$ cat src/rtl/acu_sequencer.sv
`timescale 1ns/1ps
// Instruction sequencer for an accumulator unit: accepts one instruction at a time,
// performs at most one memory access, then retires it with an accumulator write-back.
//
// state  | meaning
// IDLE   | instr_ready high, waiting for an instruction
// MEM_RD | read request outstanding at arg, timeout counter running
// MEM_WR | write request of sampled acc to arg, timeout counter running
// WB     | one-cycle retire: done, optional acu_ce, err on illegal/timeout
module acu_sequencer #(
   parameter int SIZE    = 8,
   parameter int TIMEOUT = 15
) (
   input  logic            clk,
   input  logic            rstn,
   input  logic            instr_valid,
   output logic            instr_ready,
   input  logic [3:0]      instr_op,
   input  logic [SIZE-1:0] instr_arg,
   input  logic [SIZE-1:0] acc_val,
   output logic            acu_ce,
   output logic [SIZE-1:0] acu_din,
   output logic            mem_req,
   output logic            mem_we,
   output logic [SIZE-1:0] mem_addr,
   output logic [SIZE-1:0] mem_wdata,
   input  logic [SIZE-1:0] mem_rdata,
   input  logic            mem_ack,
   output logic            done,
   output logic            err
);

   localparam int              CW       = (TIMEOUT > 1) ? $clog2(TIMEOUT + 1) : 1;
   localparam logic [CW-1:0]   TMO_LOAD = CW'(TIMEOUT - 1);

   localparam logic [3:0] OP_NOP = 4'd0;
   localparam logic [3:0] OP_LDI = 4'd1;
   localparam logic [3:0] OP_LD  = 4'd2;
   localparam logic [3:0] OP_ST  = 4'd3;
   localparam logic [3:0] OP_ADD = 4'd4;
   localparam logic [3:0] OP_SUB = 4'd5;
   localparam logic [3:0] OP_AND = 4'd6;
   localparam logic [3:0] OP_OR  = 4'd7;

   typedef enum logic [1:0] {
      IDLE   = 2'd0,
      MEM_RD = 2'd1,
      MEM_WR = 2'd2,
      WB     = 2'd3
   } state_t;

   state_t          state_q, state_d;
   logic [3:0]      op_q;
   logic [SIZE-1:0] arg_q;
   logic [SIZE-1:0] acc_q;
   logic [SIZE-1:0] rdata_q;
   logic            tmo_q;
   logic [CW-1:0]   cnt_q;
   logic            accept;
   logic            writes_acc;
   logic            illegal;
   logic [SIZE-1:0] result;

   assign accept  = instr_valid & instr_ready;
   assign illegal = op_q[3];

   always_comb begin
      writes_acc = 1'b0;
      result     = '0;
      case (op_q)
         OP_LDI: begin writes_acc = 1'b1; result = arg_q;             end
         OP_LD:  begin writes_acc = 1'b1; result = rdata_q;           end
         OP_ADD: begin writes_acc = 1'b1; result = acc_q + rdata_q;   end
         OP_SUB: begin writes_acc = 1'b1; result = acc_q - rdata_q;   end
         OP_AND: begin writes_acc = 1'b1; result = acc_q & rdata_q;   end
         OP_OR:  begin writes_acc = 1'b1; result = acc_q | rdata_q;   end
         default: begin writes_acc = 1'b0; result = '0;               end
      endcase
   end

   always_ff @(posedge clk or negedge rstn) begin
      if (!rstn) begin
         state_q <= IDLE;
      end else begin
         state_q <= state_d;
      end
   end

   // All outputs decode from state so that reset (state forced to IDLE) silences them at once.
   always_comb begin
      state_d     = state_q;
      instr_ready = 1'b0;
      mem_req     = 1'b0;
      mem_we      = 1'b0;
      mem_addr    = '0;
      mem_wdata   = '0;
      done        = 1'b0;
      err         = 1'b0;
      acu_ce      = 1'b0;
      acu_din     = '0;
      case (state_q)
         IDLE: begin
            instr_ready = rstn;
            if (accept) begin
               case (instr_op)
                  OP_LD, OP_ADD, OP_SUB, OP_AND, OP_OR: state_d = MEM_RD;
                  OP_ST:                                state_d = MEM_WR;
                  default:                              state_d = WB;
               endcase
            end
         end
         MEM_RD: begin
            mem_req  = 1'b1;
            mem_addr = arg_q;
            if (mem_ack || (cnt_q == '0)) begin
               state_d = WB;
            end
         end
         MEM_WR: begin
            mem_req   = 1'b1;
            mem_we    = 1'b1;
            mem_addr  = arg_q;
            mem_wdata = acc_q;
            if (mem_ack || (cnt_q == '0)) begin
               state_d = WB;
            end
         end
         WB: begin
            done    = 1'b1;
            err     = illegal | tmo_q;
            acu_ce  = writes_acc & ~tmo_q;
            acu_din = (writes_acc & ~tmo_q) ? result : '0;
            state_d = IDLE;
         end
         default: state_d = IDLE;
      endcase
   end

   // Timeout is a down-counter; an ack in the terminal-count cycle wins over expiry.
   always_ff @(posedge clk or negedge rstn) begin
      if (!rstn) begin
         op_q    <= OP_NOP;
         arg_q   <= '0;
         acc_q   <= '0;
         rdata_q <= '0;
         tmo_q   <= 1'b0;
         cnt_q   <= '0;
      end else if (accept) begin
         op_q    <= instr_op;
         arg_q   <= instr_arg;
         acc_q   <= acc_val;
         tmo_q   <= 1'b0;
         cnt_q   <= TMO_LOAD;
      end else if (mem_req) begin
         if (mem_ack) begin
            rdata_q <= mem_rdata;
         end else if (cnt_q == '0) begin
            tmo_q <= 1'b1;
         end else begin
            cnt_q <= cnt_q - CW'(1);
         end
      end
   end

endmodule

$ cat config.mk
export PLATFORM = sky130hd
export DESIGN_NAME = acu_sequencer
export DESIGN_NICKNAME = d
export VERILOG_FILES = /design/src/rtl/acu_sequencer.sv
export SDC_FILE = /design/constraint.sdc
export NUM_CORES = 1
export LEC_CHECK = 0
export CORE_MARGIN = 1
export CORE_UTILIZATION = 50
export DETAILED_ROUTE_END_ITERATION = 7
export PLACE_DENSITY = 0.81
export SETUP_SLACK_MARGIN = 0.02
export SLEW_MARGIN = 20
export SYNTH_ARGS = -nofsm -noshare
export SYNTH_HDL_FRONTEND = slang
export SYNTH_SLANG_ARGS = --single-unit
$ cat constraint.sdc
create_clock -name clk -period 3 [get_ports clk]
set_clock_uncertainty 0.05 [all_clocks]
set_input_delay 0.45 -clock clk [delete_from_list [all_inputs] [get_ports clk]]
set_output_delay 0.45 -clock clk [all_outputs]
set_load 0.01 [all_outputs]
# == Word level (Yosys, flattened, before mapping) ==
# Index checks and enable logic that the tools add are counted.
# word_totals
reg_bits,35
in_bits,32
output_inout_bits,30
word_cells,72
# classes
add_sub_neg,3
n_eq_ne,19
mux,24
n_bitwise,7
n_reduce_logical,12
# op_table
op,count
$pmux 8 s6,1
$eq 4x3->1 const B,8
$mux 8,4
$mux 4,4
$eq 4x2->1 const B,3
$mux 1,11
$reduce_and 3->1,3
$add 8x8->8,1
$and 8x8->8,1
$or 8x8->8,1
$sub 8x8->8,1
$pmux 2 s3,1
$reduce_or 6->1,1
$reduce_or 5->1,1
$eq 2x2->1 const B,2
$eq 4x1->1 const B,1
$logic_not 4->1,1
$mux 2,2
$ne 2x1->1 const B,2
$ne 2x2->1 const B,2
$pmux 2 s2,1
$reduce_bool 2->1,2
$sub 4x1->4 const B,1
$and 1x1->1,2
other kinds (7),8

# == Longest topological paths before layout ==
# Gate-level depths: netlist of the first run.
# logic_depth
depth_word,6
ltp_mapped,11
depth_no_buf,10

# == Worst setup path after synthesis of the first run ==
# OpenSTA, ideal clock, no wires.
# synth_timing
path_type,register -> output
from,reg op_q[1]
to,out acu_din[6]
t_arrival_ns,2.452
required_time_ns,2.500
setup_slack_ns,0.048
stages_incl_launch_ff,11
path_buffers,2
cell_sequence,dfrtp_1 -> buf_6 -> nor4bb_1 -> buf_4 -> mux2_2 -> fa_1 -> nor2b_1 -> o31a_1 -> o21ai_0 -> mux2i_1 -> a31oi_1
# synth_between
elab_chain_cells,6
word_cells_on_any_way,12
# synth_rtl
element,line,rtl
"start, declared",53,logic [3:0] op_q;
"start signal, assigned",149,op_q <= instr_op;
$eq 4x3->1 (tied with other cells),70,case (op_q)
$reduce_or 6->1 (no line),-,
$mux 1,70,
$and 1x1->1,132,acu_din = (writes_acc & ~tmo_q) ? result : '0;
$mux 8 *,132,
$mux 8 *,101,case (state_q)
"end, declared",22,"output logic [SIZE-1:0] acu_din,"
# Every way passes the cells marked *; elsewhere a longest branch is shown, timed or not.

# == Worst setup path in the final report of the first run ==
# layout_timing
from,reg op_q[3]
to,out acu_din[6]
# The elaborated chain is that of the path after synthesis.

==> metrics, run 1 <==
Ant. Diodes=0; LEAKAGE=0.00159 uW; antenna violations before repair=0; total CTS buffers=5; violated checks=negative setup slack; sequential share of power=approximately a fifth; Sw Share=between 40% and 50%; gpl congestion=about 0.9; maximum vdd ir drop=0.802 mV; Internal=approximately 2600 uW; HP Class=flop to flop; pwr/cell area=about 1300 nW/um^2; clock tree sinks=35; CTS clk-pin slew, worst paths=~0.070 ns; share of cells above drive strength 1=~21%; synthesized cell area=2450 um^2; first-pass GRT wire length=~11 mm; max-slew violation total from the final report=0; Core Region=~4700 um^2; outcome=finished, violations left; CP Capture Type=output pin; Final setup viols=6; Post-Synthesis Cells=294; I/O Buffers=between 60 and 70; asr flop ratio synth=100%; synthesized flop and latch total=35; sequential share of the synthesized area=between 30% and 40%; Period minus WS final=between 3 and 4 ns; vias in the first global route=2417; Gate power share=71.5%; num rows=25; max_cap viols=0; die height=72.0 um; crit path max-delay cell type=dfrtp_1; synthesized area per cell=~8.3 um^2; Max FO, Critical Path=4; number of synthesized flops with an enable pin=0; vias per cell=5.57; DRT Pass-1 Iters=5; CP peak stage delay=around 0.40 ns; Main synth FF type=dfrtp_1; CP cell instances=nor4bb_1 -> buf_4 -> buf_6 -> nor2_2 -> xnor2_2 -> ha_4 -> nor2b_4 -> o31a_1 -> o21ai_2 -> mux2i_1 -> a31oi_1 -> buf_2; DP Worst Slack=-0.461 ns; Chip Width=72.0 um; area of the multi-input gates=1540 um^2; initial DRC count=233; period utilization=111%; Critical Path Source Type=flop; fmax=between 300 and 400 MHz; Net Sw Power=around 2000 uW; post-DP HPWL=between 5 and 6 mm; clk buf depth=2; Root Buffer=clkbuf_8; antenna-violating nets left=0; slew margin rel.=70.8%; RSZ-0062 raised after global routing=yes; FILL cells=~340; # DRC=0; I/O Pins=just over 60; Clock Latency Late Sink=about 0.3 ns; final core occ=between 70 and 80%; GRT Total Usage=between 20% and 30%; drt total wl=between 7 and 8 mm; nets=around 430; Initial Utilization=51.9%; area growth from synthesis to final layout=43.4%; Critical Path RT=between 2 and 3 ns; Register Area=876 um^2; clock tree from TritonCTS=built; actual slew at the worst max-slew pin=~0.44 ns; number of distinct library cells after synthesis=46; Post-Syn Nets=341; hold_buf cts=0; H-tree Lvls=2; via count=between 2000 and 3000; crit path DAT=between 2 and 3 ns; Hold Fails Final Rpt=0; final worst-path setup slack=-0.322 ns; Final Power=4540 uW; Clk network pwr share=under 10%; largest net degree at the start of global routing=25; routed len/inst=roughly 16 um; Crit Path Category=flop to output pin; YS warnings=0; total grt overflow=0; Die ar.=around 5200 um^2
power groups by stage:
stage                     clock, uW  sequential (uW)  combinational [uW]
after floorplan                   0              876                1680
after CTS                       384              898                2990
after global placement            0              898                2610
final                           382              912                3250
after global routing            399              941                3500
after detailed placement          0              906                2720
path summary, 6_finish.rpt:
check                            from         end  slack, ns  cells past startpoint
min reg2reg                  arg_q[6]    arg_q[6]       0.47                      2
max reg2reg                state_q[0]  rdata_q[3]       0.94                      4
min in group asynchronous        rstn    arg_q[0]       0.48                      2
max in group asynchronous        rstn  rdata_q[2]       2.19                      2
min                          arg_q[6]    arg_q[6]       0.47                      2
max                           op_q[3]  acu_din[6]      -0.32                     12
placed cells by master (no fill, tap or decap), types with 3 or more instances in the layout:
| cell | instances |
|---|---|
| nand2b_1 | 5 |
| buf_4 | 33 |
| nor2_1 | 15 |
| nor3_1 | 9 |
| xnor2_1 | 7 |
| buf_2 | 7 |
| dfrtp_1 | 35 |
| maj3_1 | 4 |
| buf_6 | 3 |
| mux2_2 | 6 |
| xor2_1 | 3 |
| inv_1 | 15 |
| nor3b_1 | 4 |
| nor4_1 | 3 |
| nor2b_1 | 3 |
| a21oi_2 | 7 |
| ha_1 | 13 |
| clkbuf_8 | 7 |
| a221oi_1 | 3 |
| nand3b_1 | 4 |
| a31oi_1 | 5 |
| o21ai_0 | 6 |
| o211ai_1 | 3 |
| clkdlybuf4s50_1 | 54 |
| a21oi_1 | 9 |
| and2_1 | 17 |
| a22oi_1 | 4 |
| nand2_1 | 64 |
cells by family (layout without fill, tap and decap cells):
| logic type | count (synthesis) | after routing | synth area share, % |
|---|---|---|---|
| compound gates | 48 | 48 | 12.8 |
| xor+xnor | 11 | 11 | 3.93 |
| fa+ha+maj | 19 | 19 | 9.59 |
| buf+inv | 29 | 120 | 5.05 |
| flops | 35 | 35 | 35.7 |
| mux | 9 | 9 | 4.03 |
| simple gates | 143 | 143 | 28.9 |
through the flow:
step / hold slack (ns) / instances / setup TNS [ns] / area [um^2]
floorplan: 0.104 / 294 / 0 / 2450
global placement: 0.428 / 438 / -1.70 / 3300
detailed placement: 0.446 / 438 / -2.07 / 3300
CTS: 0.462 / 450 / -1.11 / 3460
global route: 0.471 / 452 / -2.06 / 3520
finish: 0.466 / 452 / -1.31 / 3520
state kept, by name, indices dropped and copies added, names as in the netlist:
signal   flops
acc_q        8
cnt_q        4
tmo_q        1
arg_q        8
op_q         4
state_q      2
rdata_q      8
repair_timing:
item,4_1_cts,5_1_grt
endpoints found under the setup margin,7,7
setup buffers,4,2
pin swaps,15,15
resized for setup,46,9
synth_stat cells, types with 3 or more instances:
master | number | area (um^2)
a31oi_1 | 6 | 37.5
nor3_1 | 9 | 45.0
maj3_1 | 4 | 40.0
nor3b_1 | 5 | 37.5
nor2b_1 | 4 | 25.0
clkbuf_1 | 7 | 26.3
buf_2 | 3 | 15.0
ha_1 | 14 | 175
nor2_1 | 17 | 63.8
dfrtp_1 | 35 | 876
and2_1 | 17 | 106
nor4_1 | 3 | 18.8
nand2_1 | 66 | 248
inv_1 | 15 | 56.3
xor2_1 | 3 | 26.3
a21oi_1 | 15 | 75.1
nand2b_1 | 5 | 31.3
mux2_2 | 7 | 78.8
o21ai_0 | 9 | 45.0
o211ai_1 | 3 | 22.5
a221oi_1 | 4 | 35.0
xnor2_1 | 8 | 70.1
a22oi_1 | 4 | 30.0
nand3b_1 | 4 | 30.0
metal layers:
| layer | vias up | share of wire [%] | global-route usage, % |
|---|---|---|---|
| li1 | 1183 | - | - |
| met1 | 1222 | 42 | 35.6 |
| met2 | 97 | 51 | 50.5 |
| met3 | 14 | 5.3 | 5.00 |
| met4 | 0 | 1.7 | 8.50 |
| met5 | - | 0 | 0 |
final cells by class:
type / instances / area share, %
multi-input cells: 230 / 43.9
flip-flops and latches: 35 / 24.9
repair buffers: 97 / 24.4
clock buffers: 8 / 2.85
well taps: 67 / 2.38
inverters: 15 / 1.60
worst max-delay path: cells and delay by family (launching register included):
family / cells / cell delay (ns)
compound gates: 3 / 0.54
xor+xnor: 1 / 0.25
fa+ha+maj: 1 / 0.26
buf+inv: 3 / 0.43
flops: 1 / 0.40
mux: 1 / 0.21
simple gates: 3 / 0.44
Power figures use the tool's default switching activity.
==> run 2, diff against run 1 <==
- CELL_PAD_IN_SITES_DETAIL_PLACEMENT: default -> 1
- CELL_PAD_IN_SITES_GLOBAL_PLACEMENT: default -> 1
- CORE_UTILIZATION: 50 -> 36
- PLACE_DENSITY: 0.81 -> default
- PLACE_DENSITY_LB_ADDON: default -> 0.1
==> metrics, run 2 (same netlist as run 1, synthesis figures left out) <==
Gate power share=73.1% (+1.6 points); period utilization=110% (-0.42 points); violated checks=design-rule violations, negative setup slack; gpl congestion=0.877 (-2.6%); largest net degree at the start of global routing=36 (+44%); Total Neg Setup Slack=-1.44 ns (-0.128 ns); Clk network pwr share=7.2% (-1.2 points); H-tree Lvls=2 (unchanged); share of cells above drive strength 1=20.4% (-0.37 points); reg-to-reg slack, setup=0.80 ns (-0.14 ns); sequential share of power=19.7% (-0.4 points); GRT Total Usage=24.3% (-4.2 points); placed inst area=3370 um^2 (+2.0%); # DRC=8 (+8); initial DRC count=132 (-43%); DRT Pass-1 Iters=6 (+1); nets=438 (+1.6%); final non-filler cell area=3540 um^2 (+0.71%); crit path DAT=2.81 ns (about the same); hold slack=0.454 ns (-0.0120 ns); clock tree from TritonCTS=built; Max FO, Critical Path=3 (-1); Ant. Diodes=0 (unchanged); post-DP HPWL=6.06 mm (+16%); CTS clk-pin slew, worst paths=0.07 ns (about the same); CP Capture Type=output pin; total CTS buffers=5 (unchanged); via count=2445 (-2.8%); routed len/inst=17.4 um (+8.0%); Sw Share=43.9% (+0.085 points); Net Sw Power=2020 uW (+1.5%); FILL cells=770 (+130%); vias per cell=5.21 (-6.3%); vias in the first global route=2648 (+9.6%); Clock Latency Late Sink=0.28 ns (-0.02 ns); RSZ-0062 raised after global routing=yes; fmax=302 MHz (+0.38%); Crit Path Category=flop to output pin; Internal=2580 uW (+1.1%); I/O Buffers=61 (unchanged); total grt overflow=0 (unchanged); slew margin rel.=63.8% (-7.0 points); final worst-path setup slack=-0.309 ns (+0.0125 ns); Chip Width=84.5 um (+17%); Largest regs=acc_q: 8 flops, arg_q: 8 flops, rdata_q: 8 flops; antenna violations before repair=0 (unchanged); Die ar.=7150 um^2 (+38%); Period minus WS final=3.31 ns (-0.0125 ns); Core Region=6460 um^2 (+37%); Critical Path RT=2.50 ns (about the same); Critical Path Source Type=flop; I/O Pins=62 (unchanged); area growth from synthesis to final layout=44.4%; hold_buf cts=0 (unchanged); max_cap viols=0 (unchanged); first-pass GRT wire length=13.4 mm (+17%); outcome=finished, violations left; Hold Fails Final Rpt=0 (unchanged); drt total wl=8.14 mm (+12%); actual slew at the worst max-slew pin=0.544 ns (+0.105 ns); clk buf depth=2 (unchanged); pwr/cell area=1300 nW/um^2 (+0.54%); Initial Utilization=38.0% (-14 points); die height=84.5 um (+17%); clock tree sinks=35 (unchanged); commonest non-fill, non-tap cell in the layout=nand2_1; maximum vdd ir drop=0.447 mV (-44%); Root Buffer=clkbuf_8; max-slew violation total from the final report=0 (unchanged); Final setup viols=6 (unchanged); most frequent cells in the layout=65 x nand2_1, 54 x clkdlybuf4s50_1, 39 x buf_4; num rows=29 (+16%); antenna-violating nets left=0 (unchanged); LEAKAGE=0.00162 uW (+1.9%); HP Class=flop to flop
==> run 2: cell count changes in the layout (fill, tap and decap cells not counted), moves of 2 or more <==
cell,before,now
clkbuf_8,7,5
a21oi_2,7,4
buf_4,33,39
a21oi_1,9,12
==> run 2: repair_timing <==
action	CTS	global route
endpoints found under the setup margin	7	8
setup buffers	4	2
gates resized for setup	45	5
pin swaps	13	8
==> run 2: metal layers <==
| metal | vias up | routed length, um | share of wire [%] | GRT usage [%] |
|---|---|---|---|---|
| li1 | 1197 | - | - | - |
| met1 | 1174 | 3810 | 47 | 32.3 |
| met2 | 62 | 3880 | 48 | 41.0 |
| met3 | 12 | 296 | 3.6 | 3.74 |
| met4 | 0 | 155 | 1.9 | 7.09 |
| met5 | - | 0 | 0 | 0 |
==> run 2: power by group through the flow <==
stage	Clock, uW	Sequential [uW]	Combinational (uW)
6_report	329	907	3360
5_1_grt	354	927	3680
4_1_cts	343	901	3250
3_5_place_dp	0	907	2930
3_3_place_gp	0	892	2850
2_1_floorplan	0	876	1680
==> run 2: final timing paths <==
kind / end / from / cells past startpoint
worst max-delay path: acu_din[5] / op_q[1] / 13
max in group asynchronous: rdata_q[0] / rstn / 2
min in group asynchronous: acc_q[7] / rstn / 2
worst min-delay path: arg_q[0] / arg_q[0] / 2
worst max register to register: rdata_q[3] / state_q[0] / 4
worst min register to register: arg_q[0] / arg_q[0] / 2
==> run 2: through the flow <==
stage | util, % | power, uW | cells | worst slack, ns
3_5_place_dp | 52.2 | 3840 | 455 | -0.418
4_1_cts | 54.4 | 4490 | 467 | -0.268
5_1_grt | 54.8 | 4960 | 469 | -0.486
3_3_place_gp | 52.2 | 3740 | 455 | -0.345
6_report | 54.8 | 4600 | 469 | -0.309
2_1_floorplan | - | 2560 | 294 | 0.0483
==> run 2: worst max-delay path, cell delays in order, from the launching register on <==
cell and delay [ns]:
dfrtp_1 0.39, nor4bb_1 0.30, buf_4 0.19, nor2_2 0.05, xnor2_2 0.13, ha_1 0.33
buf_6 0.12, nand3b_1 0.08, nand2_2 0.10, buf_6 0.10, a31oi_1 0.08, or3_1 0.32
a31oi_1 0.18, buf_2 0.15
==> run 2: cell type report <==
| type | instances | area [um^2] | share of cell area [%] |
|---|---|---|---|
| timing repair buffer | 104 | 913 | 25.8 |
| clock buffer | 7 | 76.3 | 2.15 |
| inverter | 15 | 56.3 | 1.59 |
| sequential | 35 | 876 | 24.7 |
| multi-input combinational | 230 | 1520 | 42.9 |
| clock inverter | 1 | 5.00 | 0.141 |
| tap | 77 | 96.3 | 2.72 |
